## config.mk

```make
export PLATFORM = sky130hd
export DESIGN_NAME = kds_loader_flat
export DESIGN_NICKNAME = d
export VERILOG_FILES = /design/src/rtl/kds_pkg.sv /design/src/rtl/kds_loader_if.sv /design/src/rtl/kds_row_assembler.sv /design/src/rtl/kds_loader.sv /design/src/flat_wrapper.sv
export SDC_FILE = /design/constraint.sdc
export NUM_CORES = 1
export LEC_CHECK = 0
export ABC_AREA = 1
export BUFFER_PORTS_ARGS = -buffer_cell sky130_fd_sc_hd__buf_2
export CORE_ASPECT_RATIO = 2
export CORE_MARGIN = 2
export CORE_UTILIZATION = 30
export CTS_CLUSTER_SIZE = 28
export DETAILED_ROUTE_END_ITERATION = 16
export GPL_TIMING_DRIVEN = 0
export HOLD_SLACK_MARGIN = 0.03
export SYNTH_ARGS = -nofsm -noshare
export SYNTH_HDL_FRONTEND = slang
export SYNTH_SLANG_ARGS = --single-unit
```

## constraint.sdc

```tcl
create_clock -name clk -period 5.5 [get_ports clk]
set_input_delay 0.275 -clock clk [delete_from_list [all_inputs] [get_ports clk]]
set_output_delay 0.275 -clock clk [all_outputs]
set_load 0.05 [all_outputs]
```

## src/rtl/kds_pkg.sv

```systemverilog
// Types and constants shared by the kernel data shifter and its loader.
package kds_pkg;

    typedef enum logic [1:0] {
        KDS_IDLE    = 2'd0,
        KDS_COLLECT = 2'd1,
        KDS_COMMIT  = 2'd2,
        KDS_DONE    = 2'd3
    } kds_state_e;

    localparam int KDS_IO_DATA_WIDTH = 16;
    localparam int KDS_NB_LANES      = 12;
    localparam int KDS_ROW_WORDS     = 3;
    localparam int KDS_ROWS_PER_LANE = 8;

    // Counter width that stays at least one bit for degenerate sizes.
    function automatic int kds_cnt_width(input int n);
        return (n > 1) ? $clog2(n) : 1;
    endfunction

endpackage

```

## src/rtl/kds_loader_if.sv

```systemverilog
// Kernel word stream in, shifter row/load-enable bus out, plus loader control strobes.
interface kds_loader_if #(
    parameter int IO_DATA_WIDTH = 16,
    parameter int NB_LANES      = 12
);

    logic                     start_in;
    logic                     abort_in;
    logic [IO_DATA_WIDTH-1:0] din;
    logic                     din_valid;
    logic                     din_ready;
    logic                     advance_in;
    logic [IO_DATA_WIDTH-1:0] v_1;
    logic [IO_DATA_WIDTH-1:0] v_2;
    logic [IO_DATA_WIDTH-1:0] v_3;
    logic [NB_LANES-1:0]      LE_select;
    logic                     cycle_enable;
    logic                     done;

    modport master (
        output start_in, abort_in, din, din_valid, advance_in,
        input  din_ready, v_1, v_2, v_3, LE_select, cycle_enable, done
    );

    modport slave (
        input  start_in, abort_in, din, din_valid, advance_in,
        output din_ready, v_1, v_2, v_3, LE_select, cycle_enable, done
    );

endinterface

```

## src/rtl/kds_row_assembler.sv

```systemverilog
// Packs three consecutive accepted kernel words into one shifter row.
module kds_row_assembler
    import kds_pkg::*;
#(
    parameter int IO_DATA_WIDTH = KDS_IO_DATA_WIDTH
) (
    input  logic                     clk,
    input  logic                     arst_in,
    input  logic [IO_DATA_WIDTH-1:0] din,
    input  logic                     beat,
    input  logic                     clear,
    output logic [IO_DATA_WIDTH-1:0] v_1,
    output logic [IO_DATA_WIDTH-1:0] v_2,
    output logic [IO_DATA_WIDTH-1:0] v_3,
    output logic                     last_word
);

    logic [1:0] wc_q;

    assign last_word = (wc_q == 2'(KDS_ROW_WORDS - 1));

    // NOTE: sequential state uses non-blocking assignments so every flop
    // samples pre-edge values regardless of statement order.
    // NOTE: the word registers are reset because they drive outputs with
    // defined reset values; plain storage arrays would not need this.
    always_ff @(posedge clk or posedge arst_in) begin
        if (arst_in) begin
            wc_q <= 2'd0;
            v_1  <= '0;
            v_2  <= '0;
            v_3  <= '0;
        end else if (clear) begin
            wc_q <= 2'd0;
            v_1  <= '0;
            v_2  <= '0;
            v_3  <= '0;
        end else if (beat) begin
            case (wc_q)
                2'd0:    v_1 <= din;
                2'd1:    v_2 <= din;
                default: v_3 <= din;
            endcase
            wc_q <= last_word ? 2'd0 : wc_q + 2'd1;
        end
    end

endmodule

```

## src/rtl/kds_loader.sv

```systemverilog
// Loader FSM: collects kernel rows and commits them lane by lane into the
// kernel data shifter, then hands the shifter over to the datapath.
module kds_loader
    import kds_pkg::*;
#(
    parameter int IO_DATA_WIDTH = KDS_IO_DATA_WIDTH,
    parameter int NB_LANES      = KDS_NB_LANES,
    parameter int ROWS_PER_LANE = KDS_ROWS_PER_LANE
) (
    input logic         clk,
    input logic         arst_in,
    kds_loader_if.slave bus
);

    localparam int ROW_W  = kds_cnt_width(ROWS_PER_LANE);
    localparam int LANE_W = kds_cnt_width(NB_LANES);

    localparam logic [ROW_W-1:0]    ROW_LAST  = ROW_W'(ROWS_PER_LANE - 1);
    localparam logic [LANE_W-1:0]   LANE_LAST = LANE_W'(NB_LANES - 1);
    localparam logic [NB_LANES-1:0] LANE_ONE  = NB_LANES'(1);

    kds_state_e state_q;
    kds_state_e state_d;

    logic [ROW_W-1:0]         row_q;
    logic [LANE_W-1:0]        lane_q;
    logic [NB_LANES-1:0]      le_select_q;
    logic                     cycle_enable_q;
    logic                     done_q;
    logic                     din_ready;
    logic                     beat;
    logic                     last_word;
    logic                     last_row;
    logic                     commit_go;
    logic                     reload;
    logic [IO_DATA_WIDTH-1:0] v_1;
    logic [IO_DATA_WIDTH-1:0] v_2;
    logic [IO_DATA_WIDTH-1:0] v_3;

    assign din_ready = (state_q == KDS_COLLECT);
    // An abort in the same cycle swallows the handshake.
    assign beat      = bus.din_valid && din_ready && !bus.abort_in;
    assign commit_go = beat && last_word;
    assign last_row  = (lane_q == LANE_LAST) && (row_q == ROW_LAST);
    assign reload    = bus.start_in && (state_q == KDS_IDLE || state_q == KDS_DONE);

    kds_row_assembler #(
        .IO_DATA_WIDTH(IO_DATA_WIDTH)
    ) u_row_assembler (
        .clk      (clk),
        .arst_in  (arst_in),
        .din      (bus.din),
        .beat     (beat),
        .clear    (bus.abort_in),
        .v_1      (v_1),
        .v_2      (v_2),
        .v_3      (v_3),
        .last_word(last_word)
    );

    // NOTE: state_d gets a default before the case so no path leaves it
    // unassigned, which would otherwise infer a latch.
    always_comb begin
        state_d = state_q;
        case (state_q)
            KDS_IDLE:    if (bus.start_in) state_d = KDS_COLLECT;
            KDS_COLLECT: if (commit_go) state_d = KDS_COMMIT;
            KDS_COMMIT:  state_d = last_row ? KDS_DONE : KDS_COLLECT;
            KDS_DONE:    if (bus.start_in) state_d = KDS_COLLECT;
            default:     state_d = KDS_IDLE;
        endcase
        if (bus.abort_in) state_d = KDS_IDLE;
    end

    always_ff @(posedge clk or posedge arst_in) begin
        if (arst_in) begin
            state_q <= KDS_IDLE;
        end else begin
            state_q <= state_d;
        end
    end

    // Row/lane advance once per commit; the final commit wraps lane to 0
    // so the counter never holds an index past the last lane.
    always_ff @(posedge clk or posedge arst_in) begin
        if (arst_in) begin
            row_q  <= '0;
            lane_q <= '0;
        end else if (bus.abort_in || state_q == KDS_IDLE || reload) begin
            row_q  <= '0;
            lane_q <= '0;
        end else if (state_q == KDS_COMMIT) begin
            if (row_q == ROW_LAST) begin
                row_q  <= '0;
                lane_q <= last_row ? '0 : lane_q + LANE_W'(1);
            end else begin
                row_q <= row_q + ROW_W'(1);
            end
        end
    end

    // Commit strobes are set one cycle ahead so they line up with COMMIT.
    always_ff @(posedge clk or posedge arst_in) begin
        if (arst_in) begin
            le_select_q    <= '0;
            cycle_enable_q <= 1'b1;
            done_q         <= 1'b0;
        end else begin
            le_select_q    <= '0;
            cycle_enable_q <= 1'b1;
            if (commit_go) begin
                le_select_q    <= LANE_ONE << lane_q;
                cycle_enable_q <= 1'b0;
            end else if (state_q == KDS_DONE && state_d == KDS_DONE) begin
                cycle_enable_q <= !bus.advance_in;
            end
            done_q <= (state_d == KDS_DONE);
        end
    end

    assign bus.din_ready    = din_ready;
    assign bus.v_1          = v_1;
    assign bus.v_2          = v_2;
    assign bus.v_3          = v_3;
    assign bus.LE_select    = le_select_q;
    assign bus.cycle_enable = cycle_enable_q;
    assign bus.done         = done_q;

endmodule

```

## src/flat_wrapper.sv

```systemverilog
// flat-port wrapper written by rule: the top's interface ports become plain ports
module kds_loader_flat import kds_pkg::*;
#(
    parameter int IO_DATA_WIDTH = KDS_IO_DATA_WIDTH,
    parameter int NB_LANES      = KDS_NB_LANES,
    parameter int ROWS_PER_LANE = KDS_ROWS_PER_LANE
)
  (clk, arst_in, bus_start_in, bus_abort_in, bus_din, bus_din_valid, bus_advance_in, bus_din_ready, bus_v_1, bus_v_2, bus_v_3, bus_LE_select, bus_cycle_enable, bus_done);
  kds_loader_if #(.IO_DATA_WIDTH(IO_DATA_WIDTH), .NB_LANES(NB_LANES)) bus_i ();
  input logic clk;
  input logic arst_in;
  input wire logic [$bits(bus_i.start_in)-1:0] bus_start_in;
  input wire logic [$bits(bus_i.abort_in)-1:0] bus_abort_in;
  input wire logic [$bits(bus_i.din)-1:0] bus_din;
  input wire logic [$bits(bus_i.din_valid)-1:0] bus_din_valid;
  input wire logic [$bits(bus_i.advance_in)-1:0] bus_advance_in;
  output wire logic [$bits(bus_i.din_ready)-1:0] bus_din_ready;
  output wire logic [$bits(bus_i.v_1)-1:0] bus_v_1;
  output wire logic [$bits(bus_i.v_2)-1:0] bus_v_2;
  output wire logic [$bits(bus_i.v_3)-1:0] bus_v_3;
  output wire logic [$bits(bus_i.LE_select)-1:0] bus_LE_select;
  output wire logic [$bits(bus_i.cycle_enable)-1:0] bus_cycle_enable;
  output wire logic [$bits(bus_i.done)-1:0] bus_done;
  assign bus_i.start_in = bus_start_in;
  assign bus_i.abort_in = bus_abort_in;
  assign bus_i.din = bus_din;
  assign bus_i.din_valid = bus_din_valid;
  assign bus_i.advance_in = bus_advance_in;
  assign bus_din_ready = bus_i.din_ready;
  assign bus_v_1 = bus_i.v_1;
  assign bus_v_2 = bus_i.v_2;
  assign bus_v_3 = bus_i.v_3;
  assign bus_LE_select = bus_i.LE_select;
  assign bus_cycle_enable = bus_i.cycle_enable;
  assign bus_done = bus_i.done;
  kds_loader #(.IO_DATA_WIDTH(IO_DATA_WIDTH), .NB_LANES(NB_LANES), .ROWS_PER_LANE(ROWS_PER_LANE)) u_core (.clk(clk), .arst_in(arst_in), .bus(bus_i));
endmodule
```

==> results.sh, run 1 <==
export IMPL_r2r_start="u_core.state_q[1]$_DFF_PP0_"
export IMPL_synth_seq_cells=73
export IMPL_cpPeakStageDelay_ps=430
export IMPL_rows=54
export IMPL_path_delay_family="buffers and inverters"
export IMPL_num_nets_final=502
export IMPL_layout_common_cells="buf_2, nand2_1, dfrtp_1, inv_1, o21ai_0"
export IMPL_groute_usage_overall_pct=14.3
export IMPL_fin_util_pct=39.4
export IMPL_die_area_um2=11900
export IMPL_num_io_pins=85
export IMPL_cts_root_buffer="clkbuf_16"
export IMPL_min_period_ps=1760
export IMPL_min_path_type="primary input to register"
export IMPL_crit_fanout=10
export IMPL_post_synth_num_cell_types=31
export IMPL_period_share_pct=31.9
export IMPL_path_buf_inv=3
export IMPL_wirelength_mm=7.95
export IMPL_cp_slowest_cell="dfrtp_1"
export IMPL_totalNegativeSetupSlack_ps=0
export IMPL_area_delta_synth_final_pct=28.5
export IMPL_wl_per_cell_um=13.0
export IMPL_power_leakage_nw=2.37
export IMPL_seq_area_frac_synth_pct=55.2
export IMPL_cp_arrival_ps=1970
export IMPL_grt_max_degree=46
export IMPL_drc=0
export IMPL_cts_tree="built"
export IMPL_worst_pin_slew_ps=416
export IMPL_timing_fmax_mhz=569
export IMPL_layout_commonest_cell="buf_2"
export IMPL_status="finished, final reports clean"
export IMPL_cp_end_kind="register"
export IMPL_setup_violations=0
export IMPL_worstHoldStart="bus_advance_in"
export IMPL_drtPass1Iterations=4
export IMPL_slew_violations=0
export IMPL_yosys_warnings=0
export IMPL_synthCells=371
export IMPL_syn_mean_instance_area_um2=8.93
export IMPL_synthAdderAreaFrac_pct=4.91
export IMPL_core_area_um2=10800
export IMPL_hold_violations=0
export IMPL_crit_start="u_core.state_q[1]$_DFF_PP0_"
export IMPL_synth_compound_area_share_pct=7.59
export IMPL_via_per_inst=4.31
export IMPL_skew_ps=7.96
export IMPL_crit_type="register to register"
export IMPL_cts_made_buffers=9
export IMPL_portBuffers=83
export IMPL_synth_xor_area_share_pct=0.529
export IMPL_vias=2638
export IMPL_htreeDepth=3
export IMPL_setup_slack_ps=3740
export IMPL_grt_overflow_total=0
export IMPL_cap_violations=0
export IMPL_synthMuxAreaShare_pct=0
export IMPL_grt_pass1_wl_mm=13.1
export IMPL_synth_area_um2=3310
export IMPL_worstSkewPairLatency_ps=330
export IMPL_place_hpwl_mm=6.27
export IMPL_critical_path_required_ps=5710
export IMPL_clk_pin_slew_worst_paths_ps=60
export IMPL_dp_cells=595
export IMPL_synth_top_family_by_area="simple AND/OR/NAND/NOR gates"
export IMPL_synth_nets=406
export IMPL_routabilityCongestion=0.870
export IMPL_ant_nets=0
export IMPL_antenna_found_initial=0
export IMPL_drive_above_1_share_pct=27.8
export IMPL_grt_pass1_vias=2671
export IMPL_pre_cts_slack_ps=3700
export IMPL_relSlewSlack_pct=72.3
export IMPL_clock_sinks=73
export IMPL_yosys_area_share_simple_pct=20.4
export IMPL_drtIter0Drc=68
export IMPL_start_util_pct=30.6
export IMPL_cp_cell_sequence="inv_1 -> ha_1 -> nand2_2 -> inv_1 -> nand2_2 -> o21ai_4 -> buf_2 -> o21ai_0"
export IMPL_die_x_um=78.3
export IMPL_ir_drop_v=0.000258
export IMPL_n_antenna_cell=0
export IMPL_dieHeight_um=153
export IMPL_cts_setup_buffers=0
export IMPL_finalNonFillerCells=612
export IMPL_cts_buffer_depth=2
export IMPL_power_density_nw_per_um2=372
export IMPL_rsz0062_at_grt="no"
export IMPL_cp_start_kind="register"
[metal layers]
layer  GRT usage, %  up-vias  wire (um)
li1               -     1322          -
met1           14.7     1229       2880
met2           26.6       70       4540
met3           2.78       17        293
met4           7.27        0        232
met5              0        -          0
[cell usage after synthesis (all sizes together)]
cell type	number	area (um^2)
nand2	92	363
inv	75	282
dfrtp	72	1800
o21ai	36	203
nor2	27	133
nand3	21	118
buf	13	92.6
ha	13	163
nor3	7	35.0
a21oi	3	18.8
nor4	3	18.8
o22ai	2	12.5
a211oi	1	7.51
clkbuf	1	3.75
dfstp	1	26.3
nand3b	1	7.51
o211a	1	10.0
xnor2	1	8.76
xor2	1	8.76
[worst paths after layout]
kind,slack [ps],cells past startpoint,end
worst min-delay path,170,4,u_core.bus.cycle_enable$_DFF_PP1_
min in group asynchronous,490,3,u_core.u_row_assembler.v_3[4]$_DFFE_PP0P_
max in group asynchronous,4390,4,u_core.bus.cycle_enable$_DFF_PP1_
worst max-delay path,3740,8,u_core.u_row_assembler.v_2[7]$_DFFE_PP0P_
worst max register to register,3740,8,u_core.u_row_assembler.v_2[7]$_DFFE_PP0P_
worst min register to register,500,2,u_core.u_row_assembler.v_3[9]$_DFFE_PP0P_
[power breakdown]
part           switching, mW  internal, mW
Clock                  0.236         0.369
Sequential            0.0296         0.577
Combinational          0.278        0.0950
[registers in the layout, summed over array words and instances (netlist names)]
name / cells
u_core.bus.LE_select: 12
u_core.bus.cycle_enable: 1
u_core.bus.done: 1
u_core.lane_q: 4
u_core.row_q: 3
u_core.state_q: 2
u_core.u_row_assembler.v_1: 16
u_core.u_row_assembler.v_2: 16
u_core.u_row_assembler.v_3: 16
u_core.u_row_assembler.wc_q: 2
[worst reg2reg max path, delay by kind of cell, from the launching register on]
| kind | cells | cell delay [ps] |
|---|---|---|
| simple gates | 2 | 210 |
| flops | 1 | 430 |
| buf+inv | 3 | 490 |
| compound gates | 2 | 310 |
| fa+ha+maj | 1 | 200 |
[through the flow]
stage               hold slack [ps]  total power [mW]  cell area [um^2]
floorplan                       417             0.898              3310
global placement                485             0.984              3900
detailed placement              304             0.995              3930
CTS                             158              1.61              4260
global route                    199              1.67              4260
finish                          173              1.59              4260
[repair_timing]
action | 4_1_cts | 5_1_grt
hold buffers | 1 | 0
resized for setup | 0 | 0
endpoints found under the setup margin | 0 | 0
endpoints found under the hold margin | 28 | 0
[logic make-up (layout without fill, tap and decap cells)]
family                   after synthesis  after routing
AO/OA/AOI/OAI                         43             43
flip-flops                            73             73
XOR/XNOR                               2              2
AND/OR/NAND/NOR                      151            151
adder cells (fa/ha/maj)               13             13
buffers and inverters                 89            190
[area by class of cell]
cell class	count	area, um^2
clock buffer	10	239
multi-input combinational	209	1110
fill	1141	6560
timing repair buffer	85	453
clock inverter	6	73.8
tap	140	175
inverter	75	284
buffer	14	96.3
sequential	73	1830
Note: power is estimated with default switching activity, not from simulation.
==> run 2, diff against run 1 <==
--- a/config.mk
+++ b/config.mk
@@ -5,7 +5,7 @@
 export SDC_FILE = /design/constraint.sdc
 export NUM_CORES = 1
 export LEC_CHECK = 0
-export ABC_AREA = 1
+export ABC_AREA = 0
 export BUFFER_PORTS_ARGS = -buffer_cell sky130_fd_sc_hd__buf_2
 export CORE_ASPECT_RATIO = 2
 export CORE_MARGIN = 2
==> constraint.sdc (replaced) <==
create_clock -name clk -period 1.6 [get_ports clk]
set_input_delay 0.08 -clock clk [delete_from_list [all_inputs] [get_ports clk]]
set_output_delay 0.08 -clock clk [all_outputs]
set_load 0.05 [all_outputs]
==> run 2 against run 1 <==
  * The flow now finishes with violations (negative setup slack)
  * Highest routed layer unchanged
  * Via count up 4.2%
  * Global-route usage up 2.5 points
  * Power rose to 3.4 times the previous value
  * Synthesized area down 6.8%
  * Maximum frequency up 5.5%
  * Non-clock buffer count up 30
  * Combinational power rose to 3.9 times the previous value
  * Sequential power rose to 3.3 times the previous value
  * Register-to-register slack worse by 3800 ps
  * Utilization up 5.6 points
  * First-iteration DRC count up 85%
  * Worst hold slack worse by 130 ps
==> results.sh, run 2 <==
export IMPL_wl_per_cell_um=15.3
export IMPL_setup_slack_ps=-65.0
export IMPL_power_leakage_nw=2.19
export IMPL_clock_sinks=73
export IMPL_crit_type="register to register"
export IMPL_worstSkewPairLatency_ps=330
export IMPL_cts_buffer_depth=2
export IMPL_timing_fmax_mhz=601
export IMPL_crit_fanout=4
export IMPL_num_io_pins=85
export IMPL_p_switching_mw=1.67
export IMPL_hold_violations=0
export IMPL_min_period_ps=1660
export IMPL_power_mw=5.45
export IMPL_cp_end_kind="register"
export IMPL_skew_ps=4.84
export IMPL_synth_nets=355
export IMPL_vias=2748
export IMPL_clock_power_share_pct=36.1
export IMPL_syn_mean_instance_area_um2=9.65
export IMPL_rsz0062_at_grt="yes"
export IMPL_ant_nets=0
export IMPL_layout_common_cells="nand2_1, buf_2, dfrtp_1, a21oi_1, dlygate4sd3_1"
export IMPL_synth_seq_cells=73
export IMPL_switching_share_pct=30.7
export IMPL_ys_async_sr_fraction_pct=100
export IMPL_grt_pass1_wl_mm=13.8
export IMPL_seq_area_frac_synth_pct=59.2
export IMPL_min_path_type="primary input to register"
export IMPL_clk_pin_slew_worst_paths_ps=50
export IMPL_drc=0
export IMPL_post_synth_num_cell_types=30
export IMPL_cts_root_buffer="clkbuf_16"
export IMPL_ir_drop_v=0.000809
export IMPL_period_share_pct=104
export IMPL_cp_start_kind="register"
export IMPL_grt_pass1_vias=2806
export IMPL_power_density_nw_per_um2=1200
export IMPL_status="finished, violations left"
export IMPL_relSlewSlack_pct=41.5
export IMPL_cts_made_buffers=9
export IMPL_whs_ps=37.7
export IMPL_num_fill_cells=972
export IMPL_p_comb_share_pct=26.9
export IMPL_rows=52
export IMPL_layout_commonest_cell="nand2_1"
export IMPL_n_antenna_cell=0
export IMPL_netlist_top_cells_area="dfrtp_1, nand2_1, a21oi_1"
export IMPL_reg_top3="u_core.u_row_assembler.v_1 (16), u_core.u_row_assembler.v_2 (16), u_core.u_row_assembler.v_3 (16)"
export IMPL_cp_arrival_ps=1920
export IMPL_yosys_most_used_dff="dfrtp_1"
export IMPL_die_x_um=75.7
export IMPL_synth_top_area_cell="dfrtp_1"
export IMPL_violations="negative setup slack"
export IMPL_area_delta_synth_final_pct=46.8
export IMPL_antenna_found_initial=0
export IMPL_synth_edf_count=0
export IMPL_grtUsageMet2_pct=29.6
export IMPL_drive_above_1_share_pct=36.5
export IMPL_wirelength_mm=8.94
export IMPL_via_per_inst=4.71
export IMPL_power_frac_seq_pct=37.1
export IMPL_hold_path_depth=3
export IMPL_grt_busiest_layer="met2"
export IMPL_synthCells=320
export IMPL_grt_overflow_total=0
export IMPL_use_met1_pct=17.0
export IMPL_synth_top_area_share_pct=58.4
export IMPL_groute_usage_overall_pct=16.8
export IMPL_num_nets_final=479
export IMPL_core_area_um2=10100
export IMPL_routabilityCongestion=0.784
export IMPL_dieHeight_um=147
export IMPL_intPower_mw=3.77
export IMPL_cap_violations=0
export IMPL_slew_violations=0
export IMPL_reg2reg_slack_ps=-60
export IMPL_drtIter0Drc=126
export IMPL_critical_path_required_ps=1850
export IMPL_htreeDepth=3
export IMPL_grtUsageMet3_pct=4.64
export IMPL_setup_violations=17
export IMPL_worstRegToRegCells=6
export IMPL_portBuffers=83
export IMPL_synth_most_common_cell="nand2_1"
export IMPL_worst_pin_slew_ps=876
export IMPL_yosys_warnings=0
export IMPL_cts_tree="built"
export IMPL_synthTopCellsByCount="nand2_1, dfrtp_1, a21oi_1"
export IMPL_synth_area_um2=3090
export IMPL_place_hpwl_mm=6.37
export IMPL_grt_max_degree=41
export IMPL_drtPass1Iterations=4
export IMPL_start_util_pct=30.6
export IMPL_die_area_um2=11200
-- run 2: changes by cell type after synthesis, moves of 5 or more --
cell	change
inv_1	-60
clkbuf_1	+8
a21oi_1	+52
and3_1	+9
and2_1	+6
nor2_1	-17
nand3_1	-18
inv_2	-5
o21ai_0	-25
nand2_1	+17
o21ai_1	-6
-- run 2: logic make-up (layout without fill, tap and decap cells) --
kind of cell,Yosys count,after routing,share of synthesized area (%)
buffers and inverters,26,155,3.45
AND/OR/NAND/NOR,141,141,20.0
adder cells (fa/ha/maj),13,13,5.27
multiplexers,3,3,0.973
flip-flops,73,73,59.2
AO/OA/AOI/OAI,64,64,11.1
-- run 2: path summary, 6_finish.rpt --
kind / start / to
worst max-delay path: u_core.state_q[0]$_DFF_PP0_ / u_core.bus.cycle_enable$_DFF_PP1_
worst min-delay path: bus_din[13] / u_core.u_row_assembler.v_3[13]$_DFFE_PP0P_
worst max register to register: u_core.state_q[0]$_DFF_PP0_ / u_core.bus.cycle_enable$_DFF_PP1_
worst min register to register: u_core.u_row_assembler.v_2[8]$_DFFE_PP0P_ / u_core.u_row_assembler.v_2[8]$_DFFE_PP0P_
max in group asynchronous: arst_in / u_core.bus.cycle_enable$_DFF_PP1_
min in group asynchronous: arst_in / u_core.u_row_assembler.v_1[1]$_DFFE_PP0P_
-- run 2: critical path, cell delays in order, from the launching register on --
cell and delay (ps):
dfrtp_2 440, inv_2 100, ha_4 220, nor2b_4 130
o22ai_2 80, a221o_1 360, o31a_1 260
-- run 2: metrics by stage --
step                instances  cell area [um^2]  setup slack (ps)  setup TNS, ps  utilization, %
finish                    584              4530             -65.0           -699            44.9
global route              584              4530              -129          -3760            44.9
CTS                       580              4370             -91.3          -1480            43.4
detailed placement        539              3740              -285          -6320            37.1
global placement          538              3720              -291          -5240            36.9
floorplan                 320              3140              -111          -1100               -
-- run 2: final cells by class --
class / instances / area, um^2 / share of cell area [%]
tap: 135 / 169 / 3.73
buffer: 14 / 106 / 2.35
clock inverter: 3 / 40.0 / 0.883
inverter: 10 / 41.3 / 0.911
timing repair buffer: 115 / 738 / 16.3
sequential: 73 / 1830 / 40.4
multi-input combinational: 221 / 1360 / 29.9
clock buffer: 13 / 250 / 5.52
-- run 2: repair_timing --
item	4_1_cts	5_1_grt
endpoints found under the hold margin	78	0
setup buffers	11	3
cloned	0	1
hold buffers	16	0
pin swaps	12	9
setup endpoints to repair	52	54
gates resized for setup	23	31
-- run 2: power groups by stage --
stage	Combinational, mW	Sequential, mW	Clock (mW)
2_1_floorplan	0.545	2.24	0
3_3_place_gp	0.976	2.05	0
3_5_place_dp	1.01	2.05	0
4_1_cts	1.28	2.01	2.01
5_1_grt	1.57	2.03	2.10
6_report	1.46	2.02	1.96
-- run 2: layer usage --
layer  up-vias  share of wire, %
li1       1300                 -
met4         0               3.7
met3        21               4.5
met2        83                56
met1      1344                36
met5         -                 0
